$ cat config.mk
export PLATFORM = sky130hd
export DESIGN_NAME = pcm_capture
export DESIGN_NICKNAME = d
export VERILOG_FILES = /design/src/rtl/pcm_capture.sv
export SDC_FILE = /design/constraint.sdc
export NUM_CORES = 1
export LEC_CHECK = 0
export CORE_UTILIZATION = 62
export DETAILED_ROUTE_END_ITERATION = 7
export GPL_ROUTABILITY_DRIVEN = 0
export PLACE_DENSITY = 0.8
export SLEW_MARGIN = 15
export SYNTH_ARGS = -nofsm -noshare
export SYNTH_HDL_FRONTEND = slang
export SYNTH_SLANG_ARGS = --single-unit
$ cat constraint.sdc
create_clock -name clk -period 4.7 [get_ports clk]
set_input_delay 1.41 -clock clk [delete_from_list [all_inputs] [get_ports clk]]
set_output_delay 1.41 -clock clk [all_outputs]
set_load 0.03 [all_outputs]
$ cat src/rtl/pcm_capture.sv
// PCM capture front end: a rate accumulator produces sample strobes, and an FSM packs
// latched ADC samples as bytes into a 64-byte FIFO that the host drains one byte at a time.
module pcm_capture (
  input  logic        clk,
  input  logic        rst,
  input  logic        next_sample,
  input  logic [7:0]  sample_rate,
  input  logic        mode_stereo,
  input  logic        mode_16bit,
  input  logic        enable,
  input  logic [15:0] left_in,
  input  logic [15:0] right_in,
  input  logic        fifo_reset,
  input  logic        fifo_read,
  output logic [7:0]  fifo_rddata,
  output logic        fifo_empty,
  output logic        fifo_almost_full,
  output logic        overflow
);

  typedef enum logic [2:0] {
    IDLE      = 3'd0,
    PUSH_L_LO = 3'd1,
    PUSH_L_HI = 3'd2,
    PUSH_R_LO = 3'd3,
    PUSH_R_HI = 3'd4
  } state_t;

  function automatic logic [7:0] clamp_rate(input logic [7:0] rate);
    return (rate > 8'd128) ? 8'd128 : rate;
  endfunction

  // 17-bit signed sum, arithmetic shift by one, keep the low 16 bits.
  function automatic logic [15:0] mono_mix(input logic [15:0] l, input logic [15:0] r);
    logic [16:0] sum;
    sum = {l[15], l} + {r[15], r};
    return sum[16:1];
  endfunction

  function automatic logic [2:0] frame_bytes(input logic stereo, input logic b16);
    logic [2:0] n;
    case ({stereo, b16})
      2'b00:   n = 3'd1;
      2'b01:   n = 3'd2;
      2'b10:   n = 3'd2;
      2'b11:   n = 3'd4;
      default: n = 3'd4;
    endcase
    return n;
  endfunction

  logic [7:0]  acc_r;
  logic [7:0]  acc_sum_s;
  logic        new_sample_r;
  state_t      state_r;
  state_t      next_push_s;
  logic [15:0] left_r;
  logic [15:0] right_r;
  logic        stereo_r;
  logic        b16_r;
  logic        overflow_r;
  logic [7:0]  mem_r [0:63];
  logic [5:0]  wr_ptr_r;
  logic [5:0]  rd_ptr_r;
  logic [6:0]  count_r;
  logic [6:0]  count_next_s;
  logic [6:0]  free_s;
  logic        start_ok_s;
  logic        wr_en_s;
  logic        rd_en_s;
  logic [7:0]  wr_data_s;
  logic [7:0]  rddata_r;
  logic        empty_r;
  logic        afull_r;

  assign acc_sum_s = acc_r + clamp_rate(sample_rate);

  // Rate accumulator; the strobe fires the clk after a tick that toggles bit 7.
  always_ff @(posedge clk or negedge rst) begin
    if (!rst) begin
      acc_r        <= 8'd0;
      new_sample_r <= 1'b0;
    end else if (next_sample) begin
      acc_r        <= acc_sum_s;
      new_sample_r <= acc_sum_s[7] ^ acc_r[7];
    end else begin
      new_sample_r <= 1'b0;
    end
  end

  // Push datapath: byte to write and the state that follows each push state.
  always_comb begin
    wr_en_s     = 1'b0;
    wr_data_s   = 8'd0;
    next_push_s = IDLE;
    case (state_r)
      PUSH_L_LO: begin
        wr_en_s     = 1'b1;
        wr_data_s   = left_r[7:0];
        next_push_s = PUSH_L_HI;
      end
      PUSH_L_HI: begin
        wr_en_s     = 1'b1;
        wr_data_s   = left_r[15:8];
        next_push_s = stereo_r ? (b16_r ? PUSH_R_LO : PUSH_R_HI) : IDLE;
      end
      PUSH_R_LO: begin
        wr_en_s     = 1'b1;
        wr_data_s   = right_r[7:0];
        next_push_s = PUSH_R_HI;
      end
      PUSH_R_HI: begin
        wr_en_s     = 1'b1;
        wr_data_s   = right_r[15:8];
        next_push_s = IDLE;
      end
      default: begin
        wr_en_s     = 1'b0;
        wr_data_s   = 8'd0;
        next_push_s = IDLE;
      end
    endcase
    if (fifo_reset) begin
      wr_en_s = 1'b0;
    end else begin
      wr_en_s = wr_en_s;
    end
  end

  // Space is reserved for the whole frame at its start, so pushes never hit a full FIFO.
  assign free_s       = 7'd64 - count_r;
  assign start_ok_s   = ({4'd0, frame_bytes(mode_stereo, mode_16bit)} <= free_s);
  assign rd_en_s      = fifo_read && (count_r != 7'd0) && !fifo_reset;
  assign count_next_s = count_r + {6'd0, wr_en_s} - {6'd0, rd_en_s};

  // Frame FSM: start, drop or abort frames and keep the sticky overflow flag.
  always_ff @(posedge clk or negedge rst) begin
    if (!rst) begin
      state_r    <= IDLE;
      left_r     <= 16'd0;
      right_r    <= 16'd0;
      stereo_r   <= 1'b0;
      b16_r      <= 1'b0;
      overflow_r <= 1'b0;
    end else if (fifo_reset) begin
      state_r    <= IDLE;
      overflow_r <= 1'b0;
    end else begin
      case (state_r)
        IDLE: begin
          if (new_sample_r && enable && start_ok_s) begin
            left_r   <= mode_stereo ? left_in : mono_mix(left_in, right_in);
            right_r  <= right_in;
            stereo_r <= mode_stereo;
            b16_r    <= mode_16bit;
            state_r  <= mode_16bit ? PUSH_L_LO : PUSH_L_HI;
          end
        end
        default: state_r <= next_push_s;
      endcase
      if (new_sample_r && enable && ((state_r != IDLE) || !start_ok_s)) begin
        overflow_r <= 1'b1;
      end
    end
  end

  // FIFO storage has no reset; validity is tracked by the pointers and count.
  always_ff @(posedge clk) begin
    if (wr_en_s) begin
      mem_r[wr_ptr_r] <= wr_data_s;
    end
  end

  // FIFO pointers, occupancy and registered host-side outputs.
  always_ff @(posedge clk or negedge rst) begin
    if (!rst) begin
      wr_ptr_r <= 6'd0;
      rd_ptr_r <= 6'd0;
      count_r  <= 7'd0;
      rddata_r <= 8'd0;
      empty_r  <= 1'b1;
      afull_r  <= 1'b0;
    end else if (fifo_reset) begin
      wr_ptr_r <= 6'd0;
      rd_ptr_r <= 6'd0;
      count_r  <= 7'd0;
      empty_r  <= 1'b1;
      afull_r  <= 1'b0;
    end else begin
      if (wr_en_s) begin
        wr_ptr_r <= wr_ptr_r + 6'd1;
      end
      if (rd_en_s) begin
        rd_ptr_r <= rd_ptr_r + 6'd1;
        rddata_r <= mem_r[rd_ptr_r];
      end
      count_r <= count_next_s;
      empty_r <= (count_next_s == 7'd0);
      afull_r <= (count_next_s >= 7'd48);
    end
  end

  assign fifo_rddata      = rddata_r;
  assign fifo_empty       = empty_r;
  assign fifo_almost_full = afull_r;
  assign overflow         = overflow_r;

endmodule

; ---- After elaboration in Yosys (flattened, before gate mapping)
; Memories as Yosys holds them, arrays and structs flattened. A register that Yosys moved wholly into a read port is not among the register bits.
; Cells that the tools add are included.
[word_totals]
ff_bits = 68
latchBits = 0
ram_bits = 512
rom_bits = 0
input_bits = 48
word_cells = 80
n_memories = 1
[memory_table]
columns = memory, words, width, read_ports, rd_clocked_by_memory_dff, write_ports, line_no
row1 = mem_r, 64, 8, 1, 1, 1, 62  ; logic [7:0] mem_r [0:63];
[op_classes]
add_sub_neg = 7
n_mul = 0
n_div = 0
magnitude_cmp = 3
n_eq_ne = 8
shifts = 0
muxes = 25
n_bitwise = 2
n_reduce_logical = 21
[ops]
columns = operator, n
row1 = $pmux W8 S4, 1
row2 = $mux W6, 4
row3 = $pmux W3 S3, 2
row4 = $add A16 B16 Y17, 1
row5 = $mux W16, 1
row6 = $mux W3, 5
row7 = $add A6 B1 Y6 const B, 2
row8 = $mux W1, 9
row9 = $add A8 B8 Y8, 1
row10 = $gt A8 B8 Y1 const B, 1
row11 = $mux W8, 1
row12 = $add A7 B1 Y7, 1
row13 = $ge A7 B6 Y1 const B, 1
row14 = $le A3 B7 Y1, 1
row15 = $logic_not A7 Y1, 1
row16 = $mux W7, 1
row17 = $reduce_bool A7 Y1, 1
row18 = $sub A7 B1 Y7, 1
row19 = $sub A7 B7 Y7 const A, 1
row20 = $eq A3 B2 Y1 const B, 2
row21 = $reduce_bool A2 Y1, 3
row22 = $logic_and A1 B1 Y1, 5
row23 = $eq A2 B2 Y1 const B, 2
row24 = $reduce_or A4 Y1, 1
row25 = other kinds (15), 17

; ---- Depth between registers and ports, before layout
[depth]
word_depth = 9
mapped_depth = 17
mapped_depth_nobuf = 16

; ---- Worst setup path after synthesis
; OpenSTA, ideal clock, no wires.
[synth_path]
kind = register to register
start = reg state_r[1]
end = mem mem_r[0][1] (data pin)
setup_time_ns = 0.702
arrival_time_ns = 3.551
required_ns = 3.998
setup_slack_ns = 0.448
stages_incl_launch_ff = 6
path_buffers = 2
period_less_slack_ns = 4.252
path_cell_list = dfrtp_1 -> buf_2 -> clkbuf_1 -> mux2_2 -> a22oi_1 -> o21ai_0
[synth_between]
elab_chain_cells = 2
word_cells_on_any_way = 5
[synth_lines]
columns = item, line_no
row1 = from (decl), 55  ; state_t state_r;
row2 = from (signal assigned), 156  ; state_r <= mode_16bit ? PUSH_L_LO : PUSH_L_HI;
row3 = from (signal assigned), 159  ; default: state_r <= next_push_s;
row4 = "$eq A3 B3 Y1, or another cell as far along", 96  ; case (state_r)
row5 = $pmux W8 S4 *, 96
row6 = via wr_data_s[1], 71  ; logic [7:0] wr_data_s;
row7 = to (decl), 62
; Mark *: on every way through the listed nets, which the timed path passes. The rest lies on a longest branch.

; ---- Worst setup path in the final report
[layout_path]
start = in mode_stereo
end = reg right_r[0]
[layout_between]
elab_chain_cells = 6
word_cells_on_any_way = 9
[layout_lines]
columns = item, line_no
row1 = from (decl), 8  ; input logic mode_stereo,
row2 = $eq A2 B2 Y1 or $eq A2 B1 Y1 (tied branches), 42  ; case ({stereo, b16})
row3 = $reduce_or A2 Y1 (no line), -
row4 = $pmux W3 S3 *, 42
row5 = $le A3 B7 Y1 *, 132  ; assign start_ok_s = ({4'd0, frame_bytes(mode_stereo, mode_16bit)} <= free_s);
row6 = $logic_and A1 B1 Y1 *, 151  ; if (new_sample_r && enable && start_ok_s) begin
row7 = $reduce_and A3 Y1 (no line) *, -
row8 = to (signal assigned), 153  ; right_r <= right_in;
row9 = to (decl), 58  ; logic [15:0] right_r;
; Every way passes the cells marked *; elsewhere a longest branch is shown, timed or not.
; A chain may end at the register's enable or synchronous reset.

==> results.txt <==
The run finished with clean final reports. The worst setup path is launched from a primary input. The required time at the worst-slack endpoint is 5.17 ns, and the flip-flop and latch count after synthesis is 587.

The clock transition at the registers of the reported paths was 0.06 ns. The sequential cell area fraction in the yosys report was 0.688. In the routed layout, each cell is associated on average with a via count of 6.45. STA classifies the critical path endpoint as a flop. The cell area that synthesis handed to floorplanning was 0.0251 mm2. In the layout the commonest cells are sky130_fd_sc_hd__edfxtp_1, sky130_fd_sc_hd__nor2_1, sky130_fd_sc_hd__mux4_2. Instance count along the most critical hold path: 1. The part of the cycle the worst path needs was 0.766. The tightest min-delay check is of the flop to flop type. The violation count after the first detailed-route iteration was 1453. Counting cells, the worst reg-to-reg path comes to 14. The core footprint was 0.0398 mm2; the layout-stage area growth over the synthesis result was 12.0%.

The worst relative slew slack was 0.194. Setup violations remaining at the end of the flow were counted as 0. The highest clock frequency the design can meet was 278 MHz; the die boundary height was 203 um. Prior to clock tree synthesis, the placed netlist has a worst setup slack of 0.513 ns. The post-cts resize count is 0, and the mean routed wirelength per cell is 24.7 um. For the count of warnings emitted by yosys, the log shows 0. The die width works out to 203 um. The tools report the cell chosen for the clock root as sky130_fd_sc_hd__clkbuf_16. The run gives 53700 um as the total detailed-routing wirelength. The initialized floorplan defines 73 standard-cell rows. The fraction of final layout cells sized beyond drive strength 1 came out at 0.170.

The initial cell density of the core came out at 0.629. The post-synthesis net count is 1601, and the number of synthesized flops with an enable pin is 512. In the synthesized netlist the dominant register cell turns out to be sky130_fd_sc_hd__edfxtp_1. All-layer global routing usage: 0.268. The setup check on the worst reg-to-reg path leaves a slack of 1.30 ns. The detail route stage leaves a number of antenna-violating nets equal to 0. For the worst setup path, the data arrival time is 4.07 ns. 0 antenna diodes ended up in the layout.

The maximum fanout along the worst path works out to 52. TritonCTS built the clock tree. Fraction of registers with async set/reset: 0.128. For the worst-skew pair, the clock arrives at the later sink with an insertion delay of 0.61 ns. After detailed placement, the total cell area comes to 0.0264 mm2. The clock tree synthesis step divided the H-tree into 2 levels. The worst setup path is of the primary input to flop kind.

The logs give 34000 um for the half-perimeter wire length after detailed placement and 65 for the largest net degree at the start of global routing. Once routing completed, OpenROAD measured the worst setup slack at 1.10 ns. For the pin with the worst max-slew slack, the measured transition is 1.20 ns. Power spread over the standard cell area amounts to 477 mW/mm2. The reported leakage power was 9.44 nW; the count of endpoints failing hold in the final timing report was 0. The most frequent standard cell in the layout excluding fill and tap cells was sky130_fd_sc_hd__edfxtp_1. The utilization of the core after routing was 0.705; the instance count of the mapped netlist was 1509.

The logs give 0.0281 mm2 for the cell area after layout and 0 for the post-CTS setup-driven buffer insertion count. The number of CTS-inserted buffers is 55, and the adder-cell area share of the yosys netlist is 0.0229. Before antenna repair, the detailed router went through 5 iterations. Pin placement for this block handled 59 I/O pins. The clock net in this run drives a total of 587 sinks. Shortest clock period the worst path allows after layout: 3.60 ns. Yosys mapped the design onto 70 distinct sky130hd cell types. The power consumption is 0.0134 W, and the area fraction in and, or, nand and nor cells after synthesis is 0.0561. Setup repair after global routing left no endpoint under its margin. The number of antenna violations at the first check in global routing was 0.

The die covers 0.0412 mm2. The peak supply drop was 0.463 mV. The synthesized-area fraction occupied by ao, oa, aoi and oai cells came out at 0.0580. The number of vias after detailed routing was 14000; the portion of netlist area occupied by mux cells was 0.139. The largest family of logic cells by synthesized area was multiplexers. The XOR/XNOR share of the synthesized area was 0.0108.

Aggregate global routing overflow: 0. Adding up every negative setup slack in the final design gives 0 ns. The run gives 14200 as the via count of the first global-routing pass. The first global-routing pass estimated 82300 um of wire.

For this run, design rule violations remaining after detail routing come to 0. For the max-slew violation count, the log shows 0. The run gives 0 as the quantity of hold-fixing buffers added after cts. The final layout contains 1703 nets. Between clock sinks in the finished design, the worst skew comes to 0.0197 ns. A synthesized cell averages 16.6 um2. The count of input and output buffers was 58; the clock tree buffer depth was 3. The run gives 0 as the total of max-cap violations.
metrics by stage:
step           hold WS [ns]  std cells
2_1_floorplan         0.452       1509
3_3_place_gp          0.465       2079
3_5_place_dp          0.471       2079
4_1_cts               0.484       2177
5_1_grt               0.499       2177
6_report              0.482       2177
cells by family after synthesis:
logic type	count (synthesis)
muxes	220
xor gates and xnor gates	30
AOI/OAI and AO/OA	226
adders and majority gates	44
and+or+nand+nor	297
buffers and inverters	105
DFF	587
final timing paths:
path,to,startpoint
max,right_r[0],mode_stereo
min,right_r[4],right_r[4]
max reg2reg,fifo_empty,state_r[1]
min reg2reg,right_r[4],right_r[4]
max in group asynchronous,fifo_empty,rst
min in group asynchronous,right_r[6],rst
sequential cells by signal, summed over array words and instances, names as in the netlist:
name	count
b16_r	1
new_sample_r	1
count_r	7
fifo_empty	1
overflow	1
fifo_rddata	8
stereo_r	1
left_r	16
state_r	3
fifo_almost_full	1
rd_ptr_r	6
right_r	16
wr_ptr_r	6
mem_r	512
acc_r	7
worst max-delay path: stages:
cell	delay, ns
sky130_fd_sc_hd__clkdlybuf4s50_1	0.49
sky130_fd_sc_hd__buf_4	0.28
sky130_fd_sc_hd__ha_1	0.22
sky130_fd_sc_hd__ha_1	0.26
sky130_fd_sc_hd__and3_1	0.18
sky130_fd_sc_hd__nor4_4	0.41
sky130_fd_sc_hd__a21oi_4	0.09
sky130_fd_sc_hd__buf_4	0.32
sky130_fd_sc_hd__mux2_1	0.38
synth_stat cells, types with 6 or more instances:
| library cell | n | area share |
|---|---|---|
| sky130_fd_sc_hd__nand2b_1 | 15 | 0.0037 |
| sky130_fd_sc_hd__inv_1 | 29 | 0.0043 |
| sky130_fd_sc_hd__a211oi_1 | 20 | 0.0060 |
| sky130_fd_sc_hd__nor2_1 | 112 | 0.017 |
| sky130_fd_sc_hd__nand2_1 | 55 | 0.0082 |
| sky130_fd_sc_hd__nor2b_1 | 27 | 0.0067 |
| sky130_fd_sc_hd__o21ai_0 | 31 | 0.0062 |
| sky130_fd_sc_hd__nand3_1 | 31 | 0.0062 |
| sky130_fd_sc_hd__a22oi_1 | 24 | 0.0072 |
| sky130_fd_sc_hd__buf_4 | 6 | 0.0018 |
| sky130_fd_sc_hd__o31ai_1 | 6 | 0.0018 |
| sky130_fd_sc_hd__nand4_1 | 6 | 0.0015 |
| sky130_fd_sc_hd__edfxtp_1 | 512 | 0.61 |
| sky130_fd_sc_hd__buf_6 | 8 | 0.0036 |
| sky130_fd_sc_hd__nor3_1 | 23 | 0.0046 |
| sky130_fd_sc_hd__buf_12 | 6 | 0.0048 |
| sky130_fd_sc_hd__o22ai_1 | 21 | 0.0052 |
| sky130_fd_sc_hd__mux4_2 | 96 | 0.086 |
| sky130_fd_sc_hd__mux2_1 | 8 | 0.0036 |
| sky130_fd_sc_hd__xor2_1 | 12 | 0.0042 |
| sky130_fd_sc_hd__dfrtp_1 | 74 | 0.074 |
| sky130_fd_sc_hd__mux2_4 | 10 | 0.0060 |
| sky130_fd_sc_hd__mux2i_1 | 94 | 0.038 |
| sky130_fd_sc_hd__ha_1 | 41 | 0.020 |
| sky130_fd_sc_hd__clkbuf_1 | 23 | 0.0034 |
| sky130_fd_sc_hd__a21oi_1 | 74 | 0.015 |
| sky130_fd_sc_hd__xnor2_1 | 17 | 0.0059 |
| sky130_fd_sc_hd__mux2_2 | 12 | 0.0054 |
| sky130_fd_sc_hd__buf_2 | 22 | 0.0044 |
| sky130_fd_sc_hd__buf_1 | 7 | 0.0010 |
layer usage:
metal,share of wire,global-route usage
met2,0.49,0.439
met1,0.39,0.366
met3,0.087,0.0465
met4,0.035,0.0983
met5,0,0
layout make-up:
cell class / count / area (um2)
inverter: 31 / 116
fill: 2549 / 11800
clock inverter: 16 / 188
tap: 525 / 657
clock buffer: 82 / 1510
multi-input combinational: 817 / 7280
timing repair buffer: 119 / 1060
sequential: 587 / 17300
power by group:
| group | total (W) | switching (W) | leakage, nW | internal (W) |
|---|---|---|---|---|
| Sequential | 0.00637 | 0.000305 | 5.73 | 0.00606 |
| Clock | 0.00426 | 0.00183 | 0.824 | 0.00243 |
| Combinational | 0.00277 | 0.00147 | 2.89 | 0.00130 |
Note: power is estimated with default switching activity, not from simulation.
